$ cat src/rtl/shift_tx_if.sv
// shift_tx_if: load handshake and serial output bundle for shift_tx.
// The master drives load_valid/load_data. The slave (shift_tx) drives the rest.
interface shift_tx_if #(
   parameter int WIDTH = 4
);
   logic             load_valid;
   logic [WIDTH-1:0] load_data;
   logic             load_ready;
   logic             sout;
   logic             sout_valid;
   logic             busy;
   logic             done;

   modport master (
      output load_valid,
      output load_data,
      input  load_ready,
      input  sout,
      input  sout_valid,
      input  busy,
      input  done
   );

   modport slave (
      input  load_valid,
      input  load_data,
      output load_ready,
      output sout,
      output sout_valid,
      output busy,
      output done
   );
endinterface

$ cat src/rtl/shift_tx.sv
// shift_tx: parallel-to-serial transmitter with an IDLE / SHIFT / DONE FSM.
// A word is accepted in IDLE when load_valid is high. It is then shifted out
// one bit per cycle, in MSB-first or LSB-first order. A single-cycle DONE
// follows, and the FSM returns to IDLE.
// Optional feature: define SHIFT_TX_PARITY_EN to append one even-parity bit
// after the data bits. The parity bit is the XOR of the accepted word.
// All outputs are decoded from the state register. An asynchronous reset
// therefore forces them to their idle values at once.
module shift_tx #(
   parameter int WIDTH     = 4,
   parameter bit MSB_FIRST = 1'b1
) (
   input  logic     clk,
   input  logic     rst,   // asynchronous, active-low
   shift_tx_if.slave bus
);

   localparam int CW = $clog2(WIDTH + 2);
`ifdef SHIFT_TX_PARITY_EN
   // The data bits use counts 0..WIDTH-1. Count WIDTH is the parity slot.
   localparam int LAST = WIDTH;
`else
   localparam int LAST = WIDTH - 1;
`endif
   localparam logic [CW-1:0] C_LAST = CW'(LAST);

   typedef enum logic [1:0] {
      S_IDLE  = 2'd0,
      S_SHIFT = 2'd1,
      S_DONE  = 2'd2
   } state_t;

   state_t           r_state;
   state_t           w_state_next;
   logic [WIDTH-1:0] r_shift;
   logic [CW-1:0]    r_cnt;
   logic [WIDTH-1:0] w_shift_next;
   logic             w_data_bit;
   logic             w_sout_bit;
   logic             w_accept;
   logic             w_load_ready;
   logic             w_sout;
   logic             w_sout_valid;
   logic             w_busy;
   logic             w_done;

   // The serial order only changes which end of the shift register is
   // presented and which way the register moves.
   generate
      if (MSB_FIRST) begin : g_msb
         assign w_data_bit   = r_shift[WIDTH-1];
         assign w_shift_next = r_shift << 1;
      end else begin : g_lsb
         assign w_data_bit   = r_shift[0];
         assign w_shift_next = r_shift >> 1;
      end
   endgenerate

`ifdef SHIFT_TX_PARITY_EN
   logic r_parity;

   // Capture the even parity of the accepted word so that later load_data changes cannot disturb it.
   always_ff @(posedge clk or negedge rst) begin
      if (!rst) begin
         r_parity <= 1'b0;
      end else if (w_accept) begin
         r_parity <= ^bus.load_data;
      end
   end

   assign w_sout_bit = (r_cnt == CW'(WIDTH)) ? r_parity : w_data_bit;
`else
   assign w_sout_bit = w_data_bit;
`endif

   // State register.
   always_ff @(posedge clk or negedge rst) begin
      if (!rst) begin
         r_state <= S_IDLE;
      end else begin
         r_state <= w_state_next;
      end
   end

   // Next-state and output decode. Every output is a function of state only.
   always_comb begin
      w_state_next = r_state;
      w_accept     = 1'b0;
      w_load_ready = 1'b0;
      w_sout       = 1'b0;
      w_sout_valid = 1'b0;
      w_busy       = 1'b0;
      w_done       = 1'b0;
      case (r_state)
         S_IDLE: begin
            w_load_ready = 1'b1;
            if (bus.load_valid) begin
               w_accept     = 1'b1;
               w_state_next = S_SHIFT;
            end
         end
         S_SHIFT: begin
            w_sout_valid = 1'b1;
            w_busy       = 1'b1;
            w_sout       = w_sout_bit;
            if (r_cnt == C_LAST) begin
               w_state_next = S_DONE;
            end
         end
         S_DONE: begin
            w_done       = 1'b1;
            w_busy       = 1'b1;
            w_state_next = S_IDLE;
         end
         default: begin
            w_state_next = S_IDLE;
         end
      endcase
   end

   // Data path. Load and clear the counter on acceptance, then advance once per SHIFT cycle.
   // The counter holds at the last slot, so it cannot wrap within a word.
   always_ff @(posedge clk or negedge rst) begin
      if (!rst) begin
         r_shift <= '0;
         r_cnt   <= '0;
      end else if (w_accept) begin
         r_shift <= bus.load_data;
         r_cnt   <= '0;
      end else if (r_state == S_SHIFT) begin
         r_shift <= w_shift_next;
         if (r_cnt != C_LAST) begin
            r_cnt <= r_cnt + CW'(1);
         end
      end
   end

   assign bus.load_ready = w_load_ready;
   assign bus.sout       = w_sout;
   assign bus.sout_valid = w_sout_valid;
   assign bus.busy       = w_busy;
   assign bus.done       = w_done;

endmodule

$ cat src/flat_wrapper.sv
// flat-port wrapper written by rule: the top's interface ports become plain ports
module shift_tx_flat 
#(
   parameter int WIDTH     = 4,
   parameter bit MSB_FIRST = 1'b1
)
  (clk, rst, bus_load_valid, bus_load_data, bus_load_ready, bus_sout, bus_sout_valid, bus_busy, bus_done);
  shift_tx_if #(.WIDTH(WIDTH)) bus_i ();
  input  logic clk;
  input  logic rst;
  input wire logic [$bits(bus_i.load_valid)-1:0] bus_load_valid;
  input wire logic [$bits(bus_i.load_data)-1:0] bus_load_data;
  output wire logic [$bits(bus_i.load_ready)-1:0] bus_load_ready;
  output wire logic [$bits(bus_i.sout)-1:0] bus_sout;
  output wire logic [$bits(bus_i.sout_valid)-1:0] bus_sout_valid;
  output wire logic [$bits(bus_i.busy)-1:0] bus_busy;
  output wire logic [$bits(bus_i.done)-1:0] bus_done;
  assign bus_i.load_valid = bus_load_valid;
  assign bus_i.load_data = bus_load_data;
  assign bus_load_ready = bus_i.load_ready;
  assign bus_sout = bus_i.sout;
  assign bus_sout_valid = bus_i.sout_valid;
  assign bus_busy = bus_i.busy;
  assign bus_done = bus_i.done;
  shift_tx #(.WIDTH(WIDTH), .MSB_FIRST(MSB_FIRST)) u_core (.clk(clk), .rst(rst), .bus(bus_i));
endmodule
$ cat config.mk
export PLATFORM = sky130hd
export DESIGN_NAME = shift_tx_flat
export DESIGN_NICKNAME = d
export VERILOG_FILES = /design/src/rtl/shift_tx_if.sv /design/src/rtl/shift_tx.sv /design/src/flat_wrapper.sv
export SDC_FILE = /design/constraint.sdc
export NUM_CORES = 1
export LEC_CHECK = 0
export ABC_AREA = 0
export CAP_MARGIN = 20
export CORE_MARGIN = 1.5
export CORE_UTILIZATION = 40
export CTS_CLUSTER_SIZE = 25
export DETAILED_ROUTE_END_ITERATION = 10
export DONT_BUFFER_PORTS = 1
export GPL_TIMING_DRIVEN = 0
export PLACE_DENSITY = 0.62
export REMOVE_ABC_BUFFERS = 1
export SLEW_MARGIN = 20
export SYNTH_ARGS = -nofsm -noshare
export SYNTH_HDL_FRONTEND = slang
export SYNTH_SLANG_ARGS = --single-unit
$ cat constraint.sdc
create_clock -name clk -period 3.1 [get_ports clk]
set_input_delay 0.62 -clock clk [delete_from_list [all_inputs] [get_ports clk]]
set_output_delay 0.62 -clock clk [all_outputs]
set_load 0.01 [all_outputs]
## After elaboration in Yosys (flattened, before gate mapping)

Index checks and enable logic that the tools add are counted.

| storage, ports and cells | value |
|---|---|
| flip-flop bits (word level) | 9 |
| input bits | 7 |
| word-level logic and storage cells | 31 |
| output and inout bits | 5 |

| operators by class | value |
|---|---|
| mux-type cells | 15 |
| eq/ne operators | 6 |
| $add $sub $neg | 1 |
| reduce and logical (&&, ||, !) cells | 6 |

Operators with widths:

| kind | number |
|---|---|
| 2-to-1 mux 3 bit | 3 |
| 2-to-1 mux 4 bit | 2 |
| 2-to-1 mux 1 bit | 7 |
| 2-to-1 mux 2 bit | 2 |
| case mux 2 bit (2 select lines) | 1 |
| AND reduction 2 bit | 2 |
| nonzero test 2 bit | 2 |
| adder 3 x 1 -> 3 bit, second input constant | 1 |
| equality test 3 x 2 -> 1 bit, second input constant | 1 |
| != test 3 x 2 -> 1 bit, second input constant | 1 |
| equality test 2 x 1 -> 1 bit, second input constant | 1 |
| equality test 2 bit, second input constant | 1 |
| logical NOT 2 bit | 1 |
| != test 2 x 1 -> 1 bit, second input constant | 1 |
| != test 2 bit, second input constant | 1 |
| OR reduction 2 bit | 1 |

## Depth between registers and ports, before layout

| depth | value |
|---|---|
| depth after elaboration | 4 |
| mapped depth | 6 |
| depth with buffers taken out | 5 |

## Least setup slack after synthesis

No wires, ideal clock.

| path | value |
|---|---|
| kind | reg2out |
| from | register u_core.r_state[1] |
| to | output port bus_sout |
| stages on the path, launching flop included | 5 |
| path slack | 1,567 ps |
| buffers on the path | 1 |
| arrival | 913 ps |
| data required time | 2,480 ps |
| cells stage by stage | dfrtp_1 -> inv_1 -> ha_1 -> buf_6 -> and2_2 |

| between the ends | value |
|---|---|
| longest elaborated chain between the ends | 2 |

RTL lines:

| what | RTL line | RTL |
|---|---|---|
| from (decl) | shift_tx.sv:33 | `state_t r_state;` |
| from (signal assigned) | shift_tx.sv:81 | `r_state <= w_state_next;` |
| equality test 2 x 1 -> 1 bit | shift_tx.sv:94 | `case (r_state)` |
| 2-to-1 mux 1 bit | shift_tx.sv:94 |  |
| to (decl) | flat_wrapper.sv:14 | `output wire logic [$bits(bus_i.sout)-1:0] bus_sout;` |

Every way passes these cells.

## Worst setup path in the final report

Ends and elaborated chain as after synthesis.

==> flow_summary.ini <==
[sta]
worst_pin_slew_ns = 0.374
finClkSkew_ns = 0.000959
hold_viol = 0
final_max_slew_viol_count = 0
hold_slack_ns = 0.0465
fmax_ghz = 0.491
timing.final.crit_period_ns = 2.04
period_share = 0.657
finalSetupViolations = 0
relSlewSlack = 0.751
tns_ns = 0
rsz0062_at_grt = no

[power_and_ir_drop]
leakagePower_nw = 0.271
power.density_nw_per_um2 = 1100
ir_drop_mv = 0.578

[final_layout]
fin_nets = 65
drive_gt1_frac = 0.200
syn_to_final_growth_pct = 5.45
num_antenna_cells = 0
final_core_util = 0.475

[clock_tree]
clock-sinks = 9
post_cts_buffers = 0
cts_made_buffers = 3
ctsHoldBuffers = 0
cts_tree = built
insertion_delay_ns = 0.26
cts.clk_slew.worst_paths_ns = 0.06
root_buffer = clkbuf_4
cts.repair.resized = 0
cts_buffer_depth = 2
ctsHtreeMaxLevel = 1

[hold_path]
hp-class = in -> async

[flow_run]
cap_violations = 0

[routing]
drt_pass1_iterations = 4
wl_um = 890
wl_per_cell_um = 13.9
dr_total_vias = 331
drt_iter0_markers = 6
antenna_left = 0
drcViolationCount = 0
via_per_inst = 5.17

[global_routing]
grtUsageTotal = 0.158
grt_remaining_overflow = 0
grt_max_degree = 12
grt_pass1_vias = 331
grt_pass1_wl_um = 1440
antenna_found_initial = 0

[synth]
syn_inst = 48
syn_area_per_cell_um2 = 11.0
syn_area_um2 = 528
ys_types = 20
synth_seq_cells = 9
synth-seq-area-share = 0.427
yosys_warnings = 0

[placed_design]
gp_routability_congestion = 0.674
portBuffers = 0
dp_hpwl_um = 715

[floorplanning]
core_um2 = 1170
die_w_um = 39.3
num_rows = 12
io_pins = 12
start_util = 0.451
fp.dieH_um = 39.3
dieArea_um2 = 1550

[setup_path]
cp_cell_sequence = inv_1, ha_1, and2_2
path_class = reg -> out
required_ns = 2.48
cpMaxStageDelayCell = dfrtp_1
r2r_cells = 5
critPathMaxStageDelay_ns = 0.38
critPathCaptureType = output port
worstSetupStartpointType = flop
cp_max_fo = 6
crit_arrival_ns = 1.42

[status]
status = finished, final reports clean
==> routing by layer <==
metal / global-route usage / vias up / routed length (um)
met5: 0 / - / 0
met1: 0.162 / 154 / 308
li1: - / 162 / -
met3: 0.0852 / 4 / 66
met4: 0.0776 / 0 / 21
met2: 0.258 / 11 / 494
==> report_power, final <==
part / switching, mW / internal (mW)
logic: 0.176 / 0.147
clock network: 0.0422 / 0.0476
registers: 0.0307 / 0.172
total: 0.248 / 0.366
==> kinds of logic (layout without fill, tap and decap cells) <==
family / count (synthesis) / after routing / share of synthesized area
buf+inv: 6 / 8 / 0.0592
fa+ha+maj: 7 / 7 / 0.166
compound gates: 7 / 7 / 0.0711
flops: 9 / 9 / 0.427
xor+xnor: 1 / 1 / 0.0166
simple gates: 12 / 12 / 0.135
mux: 6 / 6 / 0.126
==> cell usage in the layout, fill, tap and decap left out <==
master	instances
nand2b_1	1
nor2_1	2
o21a_1	1
o21ai_0	5
clkinv_2	1
dfrtp_1	9
xor2_1	1
clkbuf_4	3
inv_1	4
nand2b_4	1
ha_1	7
nand2_1	4
nor2_2	1
mux2_2	1
mux2i_1	4
a21oi_1	1
and2_1	1
nor2b_2	1
mux2_4	1
and2_2	1
==> layout make-up <==
class,instances,area (um2)
Sequential cell,9,225
Clock buffer,3,22.5
Tap cell,14,17.5
Inverter,4,15.0
Clock inverter,1,5.00
Fill cell,124,614
Multi-Input combinational cell,33,272
==> final timing paths <==
check	start	end	slack, ns
max reg2reg	u_core.r_state[0]	u_core.r_state[0]	1.57
min in group clk	bus_load_data[2]	u_core.r_shift[2]	0.47
min reg2reg	u_core.r_cnt[1]	u_core.r_cnt[1]	0.54
max in group asynchronous	rst	u_core.r_shift[3]	2.99
min	rst	u_core.r_cnt[0]	0.05
max	u_core.r_state[1]	bus_sout	1.06
==> registers in the layout, summed over array words and instances, names as in the netlist <==
| signal | count |
|---|---|
| u_core.r_state | 2 |
| u_core.r_cnt | 3 |
| u_core.r_shift | 4 |
==> Yosys cell counts <==
cell,n,area (um2)
inv_1,4,15.0
nor2b_2,1,8.76
mux2i_1,4,40.0
ha_1,7,87.6
nor2_1,2,7.51
o21a_1,1,7.51
mux2_2,1,11.3
dfrtp_1,9,225
a21oi_1,1,5.00
and2_2,1,7.51
o21ai_0,5,25.0
nor2_2,1,6.26
and2_1,1,6.26
buf_2,1,5.00
nand2b_1,1,6.26
mux2_4,1,15.0
nand2b_4,1,13.8
xor2_1,1,8.76
nand2_1,4,15.0
buf_6,1,11.3
==> stage by stage <==
step / std cells / setup WS [ns] / total power, mW / area (um2)
finish: 64 / 1.06 / 0.615 / 557
global route: 64 / 0.949 / 0.669 / 557
CTS: 64 / 1.04 / 0.627 / 557
detailed placement: 60 / 1.33 / 0.533 / 529
global placement: 60 / 1.38 / 0.503 / 529
floorplan: 46 / 1.48 / 0.471 / 512
==> worst max-delay path: cells and delay by family (launching register included) <==
family	cells	cell delay, ns
adder cells (fa/ha/maj)	1	0.38
buffers and inverters	1	0.15
flip-flops	1	0.38
AND/OR/NAND/NOR	1	0.24
No activity file was read; power rests on OpenSTA's default activity.
